`src/rtl/rot_sched.sv`:
```
// rot_sched: round-robin scheduler sharing one byte-transpose rotator
// between the activation loader (req0) and the weight loader (req1).
// A grant covers a full BURST_LEN-word input burst. The OUT_BEATS
// rotator beats that follow are returned tagged with the owner ID.
//
// Build option: define ROT_SCHED_TIMEOUT_EN to enable the DRAIN watchdog.
// When enabled, TIMEOUT_CYC silent DRAIN cycles abort the burst and
// pulse err. When it is not defined, DRAIN waits indefinitely and err
// is tied low.

module rot_sched #(
    parameter int WORD_W      = 128,
    parameter int BURST_LEN   = 8,
    parameter int OUT_BEATS   = 16,
    parameter int TIMEOUT_CYC = 64
) (
    input  logic              clk,
    input  logic              rst,

    input  logic              req0_valid,
    input  logic [WORD_W-1:0] req0_data,
    output logic              req0_ready,

    input  logic              req1_valid,
    input  logic [WORD_W-1:0] req1_data,
    output logic              req1_ready,

    output logic              rot_di_valid,
    output logic [WORD_W-1:0] rot_di,
    input  logic              rot_do_valid,
    input  logic [WORD_W-1:0] rot_do,

    output logic              out_valid,
    output logic [WORD_W-1:0] out_data,
    output logic              out_id,
    output logic              out_last,

    output logic              busy,
    output logic              err
);

    localparam int IN_CNT_W  = (BURST_LEN > 1) ? $clog2(BURST_LEN) : 1;
    localparam int OUT_CNT_W = (OUT_BEATS > 1) ? $clog2(OUT_BEATS) : 1;

    localparam logic [IN_CNT_W-1:0]  IN_LAST  = IN_CNT_W'(BURST_LEN - 1);
    localparam logic [OUT_CNT_W-1:0] OUT_LAST = OUT_CNT_W'(OUT_BEATS - 1);

    localparam logic [1:0] ST_IDLE  = 2'd0;
    localparam logic [1:0] ST_FEED  = 2'd1;
    localparam logic [1:0] ST_DRAIN = 2'd2;

    logic [1:0]           state_q,        state_d;
    logic                 owner_q,        owner_d;
    logic                 rr_ptr_q,       rr_ptr_d;
    logic [IN_CNT_W-1:0]  in_cnt_q,       in_cnt_d;
    logic [OUT_CNT_W-1:0] out_cnt_q,      out_cnt_d;

    logic [WORD_W-1:0]    rot_di_q,       rot_di_d;
    logic                 rot_di_valid_q, rot_di_valid_d;
    logic                 out_valid_q,    out_valid_d;
    logic [WORD_W-1:0]    out_data_q,     out_data_d;
    logic                 out_id_q,       out_id_d;
    logic                 out_last_q,     out_last_d;

    logic                 sel_valid;
    logic [WORD_W-1:0]    sel_data;
    logic                 accept;
    logic                 beat_in;
    logic                 beat;
    logic                 timeout;

    // Only the owner sees ready, and only while its burst is being fed.
    assign req0_ready = (state_q == ST_FEED) && !owner_q;
    assign req1_ready = (state_q == ST_FEED) &&  owner_q;

    assign sel_valid = owner_q ? req1_valid : req0_valid;
    assign sel_data  = owner_q ? req1_data  : req0_data;
    assign accept    = (state_q == ST_FEED) && sel_valid;

    // Rotator beats count only in DRAIN; a watchdog abort swallows a
    // beat that happens to arrive in the same cycle.
    assign beat_in = (state_q == ST_DRAIN) && rot_do_valid;
    assign beat    = beat_in && !timeout;

`ifdef ROT_SCHED_TIMEOUT_EN
    localparam int WD_W = $clog2(TIMEOUT_CYC + 1);
    localparam logic [WD_W-1:0] WD_LIMIT = WD_W'(TIMEOUT_CYC);

    logic [WD_W-1:0] wd_q, wd_d;

    // Watchdog: count DRAIN cycles since the most recent rotator beat.
    always_comb begin
        wd_d = wd_q;
        if ((state_q != ST_DRAIN) || beat_in) begin
            wd_d = '0;
        end else if (wd_q != WD_LIMIT) begin
            wd_d = wd_q + 1'b1;
        end
    end

    // Watchdog register.
    always_ff @(posedge clk or negedge rst) begin
        if (!rst) begin
            wd_q <= '0;
        end else begin
            wd_q <= wd_d;
        end
    end

    assign timeout = (state_q == ST_DRAIN) && (wd_q == WD_LIMIT);
`else
    assign timeout = 1'b0;
`endif

    assign err = timeout;

    // Scheduler FSM: grant, feed BURST_LEN words, then drain OUT_BEATS beats.
    always_comb begin
        state_d   = state_q;
        owner_d   = owner_q;
        rr_ptr_d  = rr_ptr_q;
        in_cnt_d  = in_cnt_q;
        out_cnt_d = out_cnt_q;
        case (state_q)
            ST_IDLE: begin
                if (req0_valid || req1_valid) begin
                    if (req0_valid && req1_valid) begin
                        owner_d = ~rr_ptr_q;
                    end else begin
                        owner_d = req1_valid;
                    end
                    in_cnt_d = '0;
                    state_d  = ST_FEED;
                end
            end
            ST_FEED: begin
                if (accept) begin
                    if (in_cnt_q == IN_LAST) begin
                        in_cnt_d  = '0;
                        rr_ptr_d  = owner_q;
                        out_cnt_d = '0;
                        state_d   = ST_DRAIN;
                    end else begin
                        in_cnt_d = in_cnt_q + 1'b1;
                    end
                end
            end
            ST_DRAIN: begin
                if (timeout) begin
                    out_cnt_d = '0;
                    state_d   = ST_IDLE;
                end else if (beat) begin
                    if (out_cnt_q == OUT_LAST) begin
                        out_cnt_d = '0;
                        state_d   = ST_IDLE;
                    end else begin
                        out_cnt_d = out_cnt_q + 1'b1;
                    end
                end
            end
            default: begin
                state_d = ST_IDLE;
            end
        endcase
    end

    // Output datapath: forward accepted words and tag returned beats.
    always_comb begin
        rot_di_valid_d = accept;
        rot_di_d       = accept ? sel_data : rot_di_q;
        out_valid_d    = beat;
        out_data_d     = beat ? rot_do  : out_data_q;
        out_id_d       = beat ? owner_q : out_id_q;
        out_last_d     = beat && (out_cnt_q == OUT_LAST);
    end

    // State and output registers; an async reset discards any partial burst.
    always_ff @(posedge clk or negedge rst) begin
        if (!rst) begin
            state_q        <= ST_IDLE;
            owner_q        <= 1'b0;
            rr_ptr_q       <= 1'b1;
            in_cnt_q       <= '0;
            out_cnt_q      <= '0;
            rot_di_q       <= '0;
            rot_di_valid_q <= 1'b0;
            out_valid_q    <= 1'b0;
            out_data_q     <= '0;
            out_id_q       <= 1'b0;
            out_last_q     <= 1'b0;
        end else begin
            state_q        <= state_d;
            owner_q        <= owner_d;
            rr_ptr_q       <= rr_ptr_d;
            in_cnt_q       <= in_cnt_d;
            out_cnt_q      <= out_cnt_d;
            rot_di_q       <= rot_di_d;
            rot_di_valid_q <= rot_di_valid_d;
            out_valid_q    <= out_valid_d;
            out_data_q     <= out_data_d;
            out_id_q       <= out_id_d;
            out_last_q     <= out_last_d;
        end
    end

    assign rot_di       = rot_di_q;
    assign rot_di_valid = rot_di_valid_q;
    assign out_valid    = out_valid_q;
    assign out_data     = out_data_q;
    assign out_id       = out_id_q;
    assign out_last     = out_last_q;
    assign busy         = (state_q != ST_IDLE);

endmodule

```
`config.mk`:
```
export PLATFORM = sky130hd
export DESIGN_NAME = rot_sched
export DESIGN_NICKNAME = d
export VERILOG_FILES = /design/src/rtl/rot_sched.sv
export SDC_FILE = /design/constraint.sdc
export NUM_CORES = 1
export LEC_CHECK = 0
export ABC_AREA = 1
export CORE_AREA = 2 2 258 260
export DETAILED_ROUTE_END_ITERATION = 7
export DIE_AREA = 0 0 260 262
export GPL_TIMING_DRIVEN = 1
export PLACE_DENSITY_LB_ADDON = 0.08
export SKIP_LAST_GASP = 1
export SLEW_MARGIN = 40
export SYNTH_ARGS = -nofsm -noshare
export SYNTH_HDL_FRONTEND = slang
export SYNTH_SLANG_ARGS = --single-unit
```
`constraint.sdc`:
```
create_clock -name clk -period 2.9 [get_ports clk]
set_clock_uncertainty 0.2 [all_clocks]
set_input_delay 0.725 -clock clk [delete_from_list [all_inputs] [get_ports clk]]
set_output_delay 0.725 -clock clk [all_outputs]
set_load 0.03 [all_outputs]
```
==> qor.yml <==
worst_slew_pin_slew_ns: 0.770
post-place-ws_ns: 0.153
cp.required_ns: 1.98
grt_pass1_wl_um: 78200
syn-num-nets: 1737
crit_type: "reg -> out"
dr_total_vias: 11300
synthesis.area_um2: 11900
track_usage_pct: 15.2
layout-drive-gt1-share_pct: 7.83
cp.arrival_ns: 1.79
rows: 94
fp.dieH_um: 262
fin_crit_sh_pct: 93.8
syn-instance-count: 1345
io_pins: 653
vias_per_cell: 3.93
floorplan.initialDensity_pct: 18.2
grt_max_degree: 121
pwr_density_cell_nw_per_um2: 1120
first_global_vias: 11700
hold_class: "reg -> reg"
dp_hpwl_um: 39400
yosysWarnings: 0
crit_path_max_fanout: 5
finalMaxSlewViolations: 0
port_buffers: 651
first_pass_iters: 6
rsz0062_at_grt: "no"
cts.sinks: 271
setup_tns_ns: 0
drt.antenna.violating_nets: 0
syn_avg_cell_area_um2: 8.82
nets: 2370
ys_seq_area_share_pct: 57.2
dieArea_um2: 68100
antenna_found_initial: 10
gp_congestion: 0.795
max-slew-margin-rel_pct: 48.7
hold_viol_final: 0
cts_buffers: 38
synth_seq_cells: 271
clk_latency_ns: 0.52
p_leak_nw: 9.25
area_growth_syn_to_layout_pct: 73.9
fmax_mhz: 368
period_needed_ns: 2.72
drc_errors: 0
run_status: "completed"
drv_cap: 0
vdd_drop_max_mv: 0.602
die_width_um: 260
cts_max_level: 2
root_buffer: "clkbuf_16"
routedWlPerCell_um: 18.5
drt_iter0_drc: 426
clkTransAtPathRegs_ns: 0.05
n_fill_cell: 6940
clock_path_buffers: 3
overflow: 0
routed_wl_um: 53300
post-cts-setup-buffers: 0
rrSetupSlack_ns: 0.57
setup_ws_ns: 0.180
setup_viol: 0
cts_tree: "done"
core-area_um2: 65300
synth_cell_types: 22
cp-start-kind: "flop"
crit_path_end_kind: "output pin"
## synthesized netlist by cell type, drive strengths merged
cell    count  area [um^2]
buf        62          429
clkbuf     24         90.1
conb        1         3.75
dfrtp     270         6760
dfstp       1         26.3
ha          3         37.5
inv        14         55.1
nand2     551         2080
nand3      11         55.1
nor2      270         1020
o21ai       9         45.0
o31ai     128         1260
xnor2       1         8.76
## metal layers
layer	share of wire, %	GRT usage [%]	vias to the layer above
li1	-	-	5560
met2	49	26.6	401
met5	0.14	0	-
met3	10	6.47	68
met4	1.8	3.67	12
met1	39	17.1	5246
## sequential cells by signal (all words and copies together) (netlist names)
signal and cells:
out_valid 1, in_cnt_q 3, out_id 1, rr_ptr_q 1
out_last 1, out_data 128, state_q 2, out_cnt_q 4
rot_di_valid 1, rot_di 128, owner_q 1
## layout make-up
cell class / count / area, um^2 / area share (%)
Clock inverter: 8 / 65.1 / 0.315
Sequential cell: 271 / 6790 / 32.9
Multi-Input combinational cell: 974 / 4520 / 21.9
Clock buffer: 59 / 1190 / 5.79
Antenna cell: 5 / 12.5 / 0.0607
Timing Repair Buffer: 679 / 6910 / 33.5
Tap cell: 864 / 1080 / 5.24
Inverter: 14 / 57.6 / 0.279
## logic make-up (layout without fill, tap and decap cells)
logic type / after synthesis / count (layout) / share of synthesized area (%)
XOR/XNOR: 1 / 1 / 0.0739
buffers and inverters: 100 / 760 / 4.84
adder cells (fa/ha/maj): 3 / 3 / 0.317
other: 1 / 6 / 0.0316
flip-flops: 271 / 271 / 57.2
AO/OA/AOI/OAI: 137 / 137 / 11.0
AND/OR/NAND/NOR: 832 / 832 / 26.6
## where the power goes
part           total [mW]  switching, mW  internal, mW
logic                12.1           7.35          4.72
clock network        4.71           1.80          2.91
registers            6.39          0.915          5.47
## final timing paths
path	start	end	depth (start not counted)
hold / removal	out_data[101]	out_data[101]	2
setup / recovery	state_q[1]	req0_ready	4
max in group asynchronous	rst	out_data[6]	3
hold reg to reg	out_data[101]	out_data[101]	2
setup reg to reg	owner_q	rot_di[91]	6
min in group asynchronous	rst	rot_di[45]	2
## through the flow
| step | utilization [%] | instance area, um^2 | cells | hold slack [ns] | power (mW) |
|---|---|---|---|---|---|
| 6_report | 31.6 | 20600 | 2874 | 0.267 | 23.2 |
| 4_1_cts | 31.6 | 20600 | 2869 | 0.272 | 23.7 |
| 2_1_floorplan | - | 11900 | 1345 | 0.229 | 13.3 |
| 3_5_place_dp | 29.6 | 19300 | 2801 | 0.258 | 18.8 |
| 3_3_place_gp | 29.6 | 19300 | 2801 | 0.254 | 18.7 |
| 5_1_grt | 31.6 | 20600 | 2870 | 0.283 | 24.7 |
## cell usage in the layout (no fill, tap or decap), types with 2 or more instances in the layout
cell,synthesis,routed
dlygate4sd2_1,0,2
inv_1,9,9
o31ai_2,59,59
inv_4,1,2
clkbuf_8,0,10
clkbuf_1,24,8
o31ai_1,69,69
clkinv_2,0,7
clkdlybuf4s50_1,0,647
nor2_1,269,268
dfrtp_1,270,269
buf_4,5,13
inv_2,4,3
nand3_1,11,11
clkbuf_16,0,41
diode_2,0,5
o21ai_0,8,8
buf_12,0,14
nand2_1,549,549
ha_1,3,3
## repair_timing
item / CTS / global route
hold buffers: 1 / 0
resized for setup: 3 / 1
pin swaps: 0 / 0
endpoints found under the hold margin: 30 / 0
cloned: 0 / 0
setup endpoints to repair: 3 / 1
## worst max-delay path, stage by stage, from the launching register on
cell and delay (ns):
dfrtp_1 0.44, inv_2 0.10, nand2_2 0.10, nor2_1 0.18
dlygate4sd2_1 0.46
(Power assumes the default switching activity.)
